[config.mk]
export PLATFORM = sky130hd
export DESIGN_NAME = board_scanner_flat
export DESIGN_NICKNAME = d
export VERILOG_FILES = /design/src/rtl/gameboard_pkg.sv /design/src/rtl/board_scanner_if.sv /design/src/rtl/tile_color_lut.sv /design/src/rtl/board_scanner.sv /design/src/flat_wrapper.sv
export SDC_FILE = /design/constraint.sdc
export NUM_CORES = 1
export LEC_CHECK = 0
export ABC_AREA = 1
export BUFFER_PORTS_ARGS = -buffer_cell sky130_fd_sc_hd__buf_2
export CORE_ASPECT_RATIO = 0.75
export CORE_MARGIN = 2
export CORE_UTILIZATION = 34
export CTS_CLUSTER_SIZE = 25
export DETAILED_ROUTE_END_ITERATION = 6
export PLACE_DENSITY = 0.61
export SETUP_SLACK_MARGIN = 0.1
export SKIP_CTS_REPAIR_TIMING = 1
export SLEW_MARGIN = 20
export SYNTH_ARGS = -nofsm -noshare
export SYNTH_HDL_FRONTEND = slang
export SYNTH_SLANG_ARGS = --single-unit
[constraint.sdc]
create_clock -name clk -period 6.3 [get_ports clk]
set_input_delay 0.63 -clock clk [delete_from_list [all_inputs] [get_ports clk]]
set_output_delay 0.63 -clock clk [all_outputs]
set_load 0.005 [all_outputs]
[src/rtl/gameboard_pkg.sv]
// Shared constants for the board scanner: grid geometry, tile colours and FSM encoding.
package gameboard_pkg;

  localparam int GRID_DIM  = 8;
  localparam int NUM_TILES = GRID_DIM * GRID_DIM;

  localparam logic [2:0] COLOR_MINE   = 3'b000;
  localparam logic [2:0] COLOR_STEP   = 3'b010;
  localparam logic [2:0] COLOR_FLAG   = 3'b100;
  localparam logic [2:0] COLOR_HIDDEN = 3'b111;

  typedef enum logic [2:0] {
    S_IDLE = 3'd0,
    S_SNAP = 3'd1,
    S_REQ  = 3'd2,
    S_WAIT = 3'd3,
    S_SKIP = 3'd4,
    S_FIN  = 3'd5
  } state_e;

endpackage

[src/rtl/board_scanner_if.sv]
// Scanner-to-tile-drawer link: draw request, tile coordinates/colour, completion pulse.
interface board_scanner_if;
  // tile_go pulses for one cycle with tile_x/tile_y/tile_color valid; those stay
  // stable until the drawer answers with a one-cycle tile_done pulse.
  logic       tile_go;
  logic       tile_done;
  logic [7:0] tile_x;
  logic [6:0] tile_y;
  logic [2:0] tile_color;

  modport master (output tile_go, output tile_x, output tile_y, output tile_color,
                  input  tile_done);
  modport slave  (input  tile_go, input  tile_x, input  tile_y, input  tile_color,
                  output tile_done);
endinterface

[src/rtl/tile_color_lut.sv]
// Priority colour select for one tile from its mine/flag/step bits.
module tile_color_lut
  import gameboard_pkg::*;
(
  input  logic       mine_i,
  input  logic       flag_i,
  input  logic       step_i,
  output logic [2:0] color_o
);

  always_comb begin
    color_o = COLOR_HIDDEN;
    if (step_i)      color_o = mine_i ? COLOR_MINE : COLOR_STEP;
    else if (flag_i) color_o = COLOR_FLAG;
  end

endmodule

[src/rtl/board_scanner.sv]
// Walks all 64 tiles of a snapshotted board and hands each one to the tile drawer.
// Optional BOARD_SCANNER_DIRTY_ONLY_EN skips tiles whose colour is unchanged since last drawn.
module board_scanner
  import gameboard_pkg::*;
#(
  parameter int X_ORIGIN = 0,
  parameter int Y_ORIGIN = 0,
  parameter int TILE_W   = 20,
  parameter int TILE_H   = 15
) (
  input  logic                   clk,
  input  logic                   reset,
  input  logic                   start,
  input  logic [NUM_TILES-1:0]   mine_map,
  input  logic [NUM_TILES-1:0]   flag_map,
  input  logic [NUM_TILES-1:0]   step_map,
  board_scanner_if.master        drw,
  output logic                   busy,
  output logic                   frame_done,
  output state_e                 dbg_state_o
);

  state_e               state_q;
  logic [5:0]           idx_q;
  logic [NUM_TILES-1:0] mine_q, flag_q, step_q;
  logic                 tile_go_q, frame_done_q;
  logic [7:0]           x_q;
  logic [6:0]           y_q;
  logic [2:0]           color_q;

  logic [5:0] nidx_d;
  logic       nm_d, nf_d, ns_d, nskip_d, adv_d, last_d;
  logic [2:0] ncolor_d;
  logic [7:0] nx_d;
  logic [6:0] ny_d;

  // The tile about to be issued: tile 0 straight from the live maps while snapshotting.
  always_comb begin
    nidx_d = (state_q == S_SNAP) ? 6'd0 : idx_q + 6'd1;
    if (state_q == S_SNAP) begin
      nm_d = mine_map[nidx_d];
      nf_d = flag_map[nidx_d];
      ns_d = step_map[nidx_d];
    end else begin
      nm_d = mine_q[nidx_d];
      nf_d = flag_q[nidx_d];
      ns_d = step_q[nidx_d];
    end
    nx_d   = 8'(X_ORIGIN + 32'(nidx_d[2:0]) * TILE_W);
    ny_d   = 7'(Y_ORIGIN + 32'(nidx_d[5:3]) * TILE_H);
    last_d = (idx_q == 6'(NUM_TILES - 1));
    adv_d  = (state_q == S_SNAP)
           | ((state_q == S_WAIT) & drw.tile_done & ~last_d)
`ifdef BOARD_SCANNER_DIRTY_ONLY_EN
           | ((state_q == S_SKIP) & ~last_d)
`endif
           ;
  end

  tile_color_lut u_lut (
    .mine_i  (nm_d),
    .flag_i  (nf_d),
    .step_i  (ns_d),
    .color_o (ncolor_d)
  );

`ifdef BOARD_SCANNER_DIRTY_ONLY_EN
  logic [2:0]           store_q [NUM_TILES];
  logic [NUM_TILES-1:0] valid_q;

  assign nskip_d = valid_q[nidx_d] && (store_q[nidx_d] == ncolor_d);

  always_ff @(posedge clk) begin
    if (reset) begin
      valid_q <= '0;
    end else if (state_q == S_WAIT && drw.tile_done) begin
      store_q[idx_q] <= color_q;
      valid_q[idx_q] <= 1'b1;
    end
  end
`else
  assign nskip_d = 1'b0;
`endif

  always_ff @(posedge clk) begin
    if (reset) begin
      state_q      <= S_IDLE;
      idx_q        <= '0;
      mine_q       <= '0;
      flag_q       <= '0;
      step_q       <= '0;
      tile_go_q    <= 1'b0;
      frame_done_q <= 1'b0;
      x_q          <= '0;
      y_q          <= '0;
      color_q      <= '0;
    end else begin
      tile_go_q    <= 1'b0;
      frame_done_q <= 1'b0;
      case (state_q)
        S_IDLE: if (start) state_q <= S_SNAP;
        S_SNAP: begin
          mine_q <= mine_map;
          flag_q <= flag_map;
          step_q <= step_map;
        end
        S_REQ:  state_q <= S_WAIT;
        S_WAIT: if (drw.tile_done && last_d) begin
          state_q      <= S_FIN;
          frame_done_q <= 1'b1;
        end
`ifdef BOARD_SCANNER_DIRTY_ONLY_EN
        S_SKIP: if (last_d) begin
          state_q      <= S_FIN;
          frame_done_q <= 1'b1;
        end
`endif
        S_FIN:   state_q <= S_IDLE;
        default: state_q <= S_IDLE;
      endcase
      // Shared by SNAP, accepted tile_done and SKIP: load the next tile.
      if (adv_d) begin
        idx_q   <= nidx_d;
        x_q     <= nx_d;
        y_q     <= ny_d;
        color_q <= ncolor_d;
        if (nskip_d) begin
          state_q <= S_SKIP;
        end else begin
          state_q   <= S_REQ;
          tile_go_q <= 1'b1;
        end
      end
    end
  end

  assign drw.tile_go    = tile_go_q;
  assign drw.tile_x     = x_q;
  assign drw.tile_y     = y_q;
  assign drw.tile_color = color_q;
  assign busy           = (state_q != S_IDLE);
  assign frame_done     = frame_done_q;
  assign dbg_state_o    = state_q;

endmodule

[src/flat_wrapper.sv]
// flat-port wrapper written by rule: the top's interface ports become plain ports
module board_scanner_flat import gameboard_pkg::*;
#(
  parameter int X_ORIGIN = 0,
  parameter int Y_ORIGIN = 0,
  parameter int TILE_W   = 20,
  parameter int TILE_H   = 15
)
  (clk, reset, start, mine_map, flag_map, step_map, busy, frame_done, dbg_state_o, drw_tile_go, drw_tile_x, drw_tile_y, drw_tile_color, drw_tile_done);
  board_scanner_if drw_i ();
  input  logic clk;
  input  logic reset;
  input  logic start;
  input  logic [NUM_TILES-1:0] mine_map;
  input  logic [NUM_TILES-1:0] flag_map;
  input  logic [NUM_TILES-1:0] step_map;
  output logic busy;
  output logic frame_done;
  output state_e dbg_state_o;
  output wire logic [$bits(drw_i.tile_go)-1:0] drw_tile_go;
  output wire logic [$bits(drw_i.tile_x)-1:0] drw_tile_x;
  output wire logic [$bits(drw_i.tile_y)-1:0] drw_tile_y;
  output wire logic [$bits(drw_i.tile_color)-1:0] drw_tile_color;
  input wire logic [$bits(drw_i.tile_done)-1:0] drw_tile_done;
  assign drw_tile_go = drw_i.tile_go;
  assign drw_tile_x = drw_i.tile_x;
  assign drw_tile_y = drw_i.tile_y;
  assign drw_tile_color = drw_i.tile_color;
  assign drw_i.tile_done = drw_tile_done;
  board_scanner #(.X_ORIGIN(X_ORIGIN), .Y_ORIGIN(Y_ORIGIN), .TILE_W(TILE_W), .TILE_H(TILE_H)) u_core (.clk(clk), .reset(reset), .start(start), .mine_map(mine_map), .flag_map(flag_map), .step_map(step_map), .drw(drw_i), .busy(busy), .frame_done(frame_done), .dbg_state_o(dbg_state_o));
endmodule
==> flow_metrics.tcl, run 1 <==
set metrics [dict create \
    fin_util 0.415 \
    p_sw_frac 0.362 \
    antenna_found_initial 0 \
    comb_power_share 0.309 \
    synth_cells 1438 \
    pin_count 220 \
    internal-power_mw 2.91 \
    antenna_left 0 \
    hold_viol_final 0 \
    syn-cell-area_mm2 0.00985 \
    rsz0062_at_grt "no" \
    cp-end-kind "flip-flop" \
    timing.rr.start "u_core.dbg_state_o[1]$_SDFFE_PP0P_" \
    gp_congestion 0.804 \
    die_area_mm2 0.0304 \
    drt-total-wl_um 31100 \
    fin_skew_ns 0.0112 \
    die_w_um 201 \
    hold_path.startpoint "flag_map[37]" \
    fillers 3034 \
    cp_max_fo 146 \
    hold_depth 3 \
    setup_ws_ns 2.29 \
    slew_headroom 0.312 \
    row_count 53 \
    slowest_delay_ns 0.73 \
    grt_pass1_vias 8888 \
    critPathKind "reg -> reg" \
    clkSinkCount 216 \
    diodes 0 \
    cts_root_buf "clkbuf_16" \
    grt_pass1_wl_um 48600 \
    fmax_ghz 0.249 \
    yosysWarnings 0 \
    cp.required_ns 6.69 \
    total_power_mw 4.57 \
    clk_pin_slew_worst_paths_ns 0.06 \
    switching_power_mw 1.65 \
    cts_buffers 23 \
    start_util 0.349 \
    timing.rr.end "u_core.drw.tile_y[6]$_SDFFE_PP0P_" \
    area_delta_synth_final_pct 19.0 \
    critPathArrivalTime_ns 4.40 \
    overflow 0 \
    cp_top_family "adder cells" \
    cp.buffers_inverters 1 \
    cp-start-kind "flip-flop" \
    r2r_setup_slack_ns 2.29 \
    postSynthAreaPerCell_um2 6.85 \
    run_status "complete, no violations" \
    period_minus_slack_ns 4.01 \
    drv_cap 0 \
    viasPerCell 4.89 \
    ys_seq_area_frac 0.439 \
    drt_iter0_drc 550 \
    p_clk_frac 0.297 \
    ir_drop_mv 0.176 \
    drive_gt1_frac 0.175 \
    ys_types 33 \
    clk-insertion-delay-late_ns 0.51 \
    setup_tns_ns 0 \
    drt-wirelength-per-cell_um 15.7 \
    dp_slack_ns 2.15 \
    ys_ff_latch 216 \
    setup_violations 0 \
    portBuffers 217 \
    yosysTopAreaCell "dfxtp_1" \
    worst_pin_slew_ns 1.03 \
    h-tree-depth 1 \
    worst_path_max_delay_cell "fa_1" \
    hold_class "in -> reg" \
    p_per_area_mw_per_mm2 390 \
    grtUsageTotal 0.200 \
    synth_top_area_frac 0.439 \
    cts_tree "built" \
    fin_crit_sh 0.636 \
    final_cell_mix "nor2_1, nand2_1, buf_2, dfxtp_1, o21ai_0" \
    drcViolationCount 0 \
    grt_max_degree 147 \
    dp_hpwl_um 20600 \
    crit_chain "nor2_2, nand2_8, nand3_2, clkinv_1, fa_1, ha_1, fa_1, nand2_1, nand2_1, a21oi_1, o21ai_0" \
    cts_buffer_depth 3 \
    leakage_nw 5.08 \
    slew_violations 0 \
    r2r_cells 11 \
    die_h_um 151 \
    holdPathEnd "u_core.flag_q[37]$_SDFFE_PP0P_" \
    via_count 9677 \
    num-nets-final 1789 \
    p_seq_frac 0.394 \
    firstDrtPassIters 5 \
    yosys-top-cells-area "dfxtp_1, nor2_1, o21ai_0, nand3_1, nand2_1" \
    final_common_cell "nor2_1" \
    core_area_mm2 0.0282 \
]
state kept, by name, summed over array words and instances, names as in the netlist:
signal and flops:
u_core.flag_q 64, u_core.drw.tile_y 6, u_core.idx_q 6, u_core.mine_q 64, u_core.dbg_state_o 3, u_core.step_q 64
u_core.frame_done 1, u_core.drw.tile_x 4, u_core.drw.tile_go 1, u_core.drw.tile_color 3
kinds of logic after synthesis:
family,share of synthesized area
fa+ha+maj,0.0201
buf+inv,0.0737
other cells,0.000381
xor+xnor,0.00178
flops,0.439
simple gates,0.324
compound gates,0.141
metal layers:
metal | vias to the layer above | global-route usage | share of wire
li1 | 4968 | - | -
met1 | 4384 | 0.296 | 0.49
met2 | 291 | 0.307 | 0.42
met3 | 34 | 0.0318 | 0.067
met4 | 0 | 0.0359 | 0.016
met5 | - | 0 | 0
power by group through the flow:
stage	logic [mW]	registers (mW)	clock network (mW)
floorplan	1.09	1.78	0
global placement	1.40	1.83	0
detailed placement	1.42	1.83	0
CTS	1.42	1.80	1.38
global route	1.63	1.83	1.43
finish	1.41	1.80	1.35
tightest hold or removal path, cell delays in order:
cell,delay (ns)
buf_2,0.07
o21ai_0,0.07
nor2_1,0.08
worst max path at each step:
stage / startpoint / end / slack, ns / depth (start not counted)
floorplan: u_core.idx_q[1]$_SDFFE_PP0P_ / u_core.drw.tile_y[6]$_SDFFE_PP0P_ / 3.34 / 15
global placement: u_core.dbg_state_o[1]$_SDFFE_PP0P_ / u_core.drw.tile_y[6]$_SDFFE_PP0P_ / 2.24 / 11
detailed placement: u_core.dbg_state_o[1]$_SDFFE_PP0P_ / u_core.drw.tile_y[6]$_SDFFE_PP0P_ / 2.15 / 11
CTS: u_core.dbg_state_o[1]$_SDFFE_PP0P_ / u_core.drw.tile_y[6]$_SDFFE_PP0P_ / 2.16 / 11
global route: u_core.dbg_state_o[1]$_SDFFE_PP0P_ / u_core.drw.tile_y[6]$_SDFFE_PP0P_ / 1.89 / 11
finish: u_core.dbg_state_o[1]$_SDFFE_PP0P_ / u_core.drw.tile_y[6]$_SDFFE_PP0P_ / 2.29 / 11
final cells by class:
class | instances | area (µm²) | share of cell area
inverters | 52 | 201 | 0.0172
multi-input cells | 1061 | 4830 | 0.412
clock buffers | 29 | 638 | 0.0544
flip-flops and latches | 216 | 4320 | 0.369
clock inverters | 10 | 103 | 0.00875
repair buffers | 225 | 1150 | 0.0978
well taps | 385 | 482 | 0.0411
Yosys cell counts:
| cell type | instances |
|---|---|
| xnor2_1 | 1 |
| nand2_2 | 1 |
| o211ai_1 | 16 |
| o21ai_0 | 201 |
| nand2_1 | 230 |
| dfxtp_1 | 216 |
| buf_2 | 16 |
| clkinv_1 | 1 |
| fa_1 | 3 |
| nor2_2 | 4 |
| ha_1 | 11 |
| or2_2 | 1 |
| inv_2 | 2 |
| buf_4 | 15 |
| nand4_1 | 2 |
| xor2_1 | 1 |
| conb_1 | 1 |
| nor3_1 | 3 |
| nand2_4 | 1 |
| nor2_1 | 350 |
| a21oi_1 | 47 |
| inv_1 | 47 |
| nor2_4 | 1 |
| clkbuf_1 | 68 |
| clkinv_2 | 1 |
| o22ai_1 | 4 |
| buf_6 | 5 |
| nand3_1 | 177 |
| nor4_1 | 1 |
| buf_1 | 6 |
| a31oi_1 | 1 |
| inv_4 | 1 |
| nand3_2 | 3 |
stage by stage:
step           hold WS, ns  cell area [µm²]  std cells
2_1_floorplan        0.424             9850       1439
3_3_place_gp         0.442            11000       1939
3_5_place_dp         0.447            11000       1939
4_1_cts              0.355            11700       1978
5_1_grt              0.382            11700       1978
6_report             0.369            11700       1978
No activity file was read; power rests on OpenSTA's default activity.
==> run 2, diff against run 1 <==
==> constraint.sdc (replaced) <==
create_clock -name clk -period 4.01 [get_ports clk]
set_input_delay 0.401 -clock clk [delete_from_list [all_inputs] [get_ports clk]]
set_output_delay 0.401 -clock clk [all_outputs]
set_load 0.005 [all_outputs]
==> run 2 against run 1 <==
Cell count grew 0.40%. Fmax increased by 24%. Worst hold slack worse by 0.23 ns. Combinational power rose by 59%. Worst setup slack worse by 1.5 ns. Count of clock-buffer cells in the layout rose by 1. Via count increased by 0.38%. Clock skew fell by 0.0039 ns. First-iteration DRC count grew 14%. Total power rose by 57%. Die area stayed put. Largest power group unchanged.
==> flow_metrics.tcl, run 2 (synthesis results as in run 1) <==
set metrics [dict create \
    final_cell_mix "nor2_1, nand2_1, buf_2, dfxtp_1, o21ai_0" \
    crit_top_cell "nand2_1" \
    rsz0062_at_grt "no" \
    total_power_mw 7.17 \
    whs_ns 0.140 \
    drt_iter0_drc 629 \
    row_count 53 \
    grt_max_degree 185 \
    portBuffers 217 \
    fin_crit_sh 0.807 \
    die_area_mm2 0.0304 \
    cts_buffers 23 \
    cp-end-kind "flip-flop" \
    crit_chain "nand4_1, o21ai_0, nand2_1, nor2_1, fa_1, ha_1, fa_1, nand2_1, nand2_1, a21oi_1, o21ai_0" \
    dp_hpwl_um 20800 \
    cp.buffers_inverters 0 \
    setup_tns_ns 0 \
    critPathArrivalTime_ns 3.63 \
    final_cells 1986 \
    dpl-instance-area_mm2 0.0111 \
    cp_max_fo 9 \
    run_status "complete, no violations" \
    largestRegisters "u_core.flag_q (64), u_core.mine_q (64), u_core.step_q (64)" \
    setup_violations 0 \
    via_count 9714 \
    critPathKind "reg -> reg" \
    slowest_delay_ns 0.58 \
    clk_pin_slew_worst_paths_ns 0.06 \
    design_area_mm2 0.0118 \
    r2r_setup_slack_ns 0.77 \
    area_delta_synth_final_pct 19.8 \
    p_per_area_mw_per_mm2 608 \
    clk-insertion-delay-late_ns 0.51 \
    holdPathEnd "u_core.step_q[40]$_SDFFE_PP0P_" \
    grt_pass1_wl_um 49200 \
    fin_skew_ns 0.00738 \
    viasPerCell 4.89 \
    grtUsageTotal 0.202 \
    h-tree-depth 1 \
    drv_cap 0 \
    r2r_cells 11 \
    core_area_mm2 0.0282 \
    cts_root_buf "clkbuf_16" \
    cts_buffer_depth 3 \
    hold_viol_final 0 \
    die_w_um 201 \
    period_minus_slack_ns 3.24 \
    timing.rr.start "u_core.idx_q[0]$_SDFFE_PP0P_" \
    grt_pass1_vias 9119 \
    pin_count 220 \
    timing.rr.end "u_core.drw.tile_y[6]$_SDFFE_PP0P_" \
    cts_tree "built" \
    cp_top_family "adder cells" \
    gp_congestion 0.856 \
    overflow 0 \
    fillers 3026 \
    multiInputGateArea_mm2 0.00483 \
    seq_area_mm2 0.00432 \
    top_layer "met4" \
    num-nets-final 1796 \
    leakage_nw 5.11 \
    hold_path.startpoint "step_map[40]" \
    met3WireLength_um 1670 \
    fin_util 0.418 \
    start_util 0.349 \
    die_h_um 151 \
    worst_pin_slew_ns 0.974 \
    antenna_left 0 \
    clkSinkCount 216 \
    dr_wl_met2_um 12800 \
    drcViolationCount 0 \
    drive_gt1_frac 0.178 \
    ir_drop_mv 0.361 \
    cp-start-kind "flip-flop" \
    drt-total-wl_um 31000 \
    hold_depth 3 \
    drt-wirelength-per-cell_um 15.6 \
    cp.required_ns 4.40 \
    worst_path_max_delay_cell "fa_1" \
    fmax_ghz 0.309 \
    wl_met1_um 16000 \
    hold_class "in -> reg" \
    slew_headroom 0.351 \
    dp.cells 1946 \
    antenna_found_initial 1 \
    setup_ws_ns 0.773 \
    final_common_cell "nor2_1" \
    slew_violations 0 \
    dp_slack_ns 0.802 \
    firstDrtPassIters 5 \
]
==> run 2: power breakdown <==
part | internal (mW) | switching (mW) | leakage [nW] | total, mW
Combinational | 0.749 | 1.50 | 2.97 | 2.24
Sequential | 2.60 | 0.229 | 1.78 | 2.83
Clock | 1.23 | 0.866 | 0.362 | 2.10
==> run 2: layer usage <==
metal	GRT usage	vias to the layer above
met3	0.0329	40
met2	0.306	252
met1	0.302	4449
li1	-	4973
met5	0	-
met4	0.0411	0
==> run 2: layout make-up <==
class,count,area share
Clock buffer,30,0.0536
Inverter,52,0.0171
Timing Repair Buffer,232,0.104
Multi-Input combinational cell,1061,0.409
Sequential cell,216,0.367
Clock inverter,9,0.00859
Antenna cell,1,0.000212
Tap cell,385,0.0408
==> run 2: tightest hold or removal path, stage by stage <==
cell and delay (ns):
buf_2 0.07, o21ai_0 0.07, nor2_1 0.07
==> run 2: how the worst max path moves through the flow <==
| stage | startpoint | to | slack, ns | cells after the start |
|---|---|---|---|---|
| after floorplan | u_core.idx_q[1]$_SDFFE_PP0P_ | u_core.drw.tile_y[6]$_SDFFE_PP0P_ | 1.05 | 15 |
| after global placement | u_core.idx_q[0]$_SDFFE_PP0P_ | u_core.drw.tile_y[6]$_SDFFE_PP0P_ | 0.90 | 15 |
| after detailed placement | u_core.idx_q[0]$_SDFFE_PP0P_ | u_core.drw.tile_y[6]$_SDFFE_PP0P_ | 0.80 | 15 |
| after CTS | u_core.idx_q[0]$_SDFFE_PP0P_ | u_core.drw.tile_y[6]$_SDFFE_PP0P_ | 0.78 | 15 |
| after global routing | u_core.idx_q[0]$_SDFFE_PP0P_ | u_core.drw.tile_y[6]$_SDFFE_PP0P_ | 0.54 | 11 |
| final | u_core.idx_q[0]$_SDFFE_PP0P_ | u_core.drw.tile_y[6]$_SDFFE_PP0P_ | 0.77 | 11 |
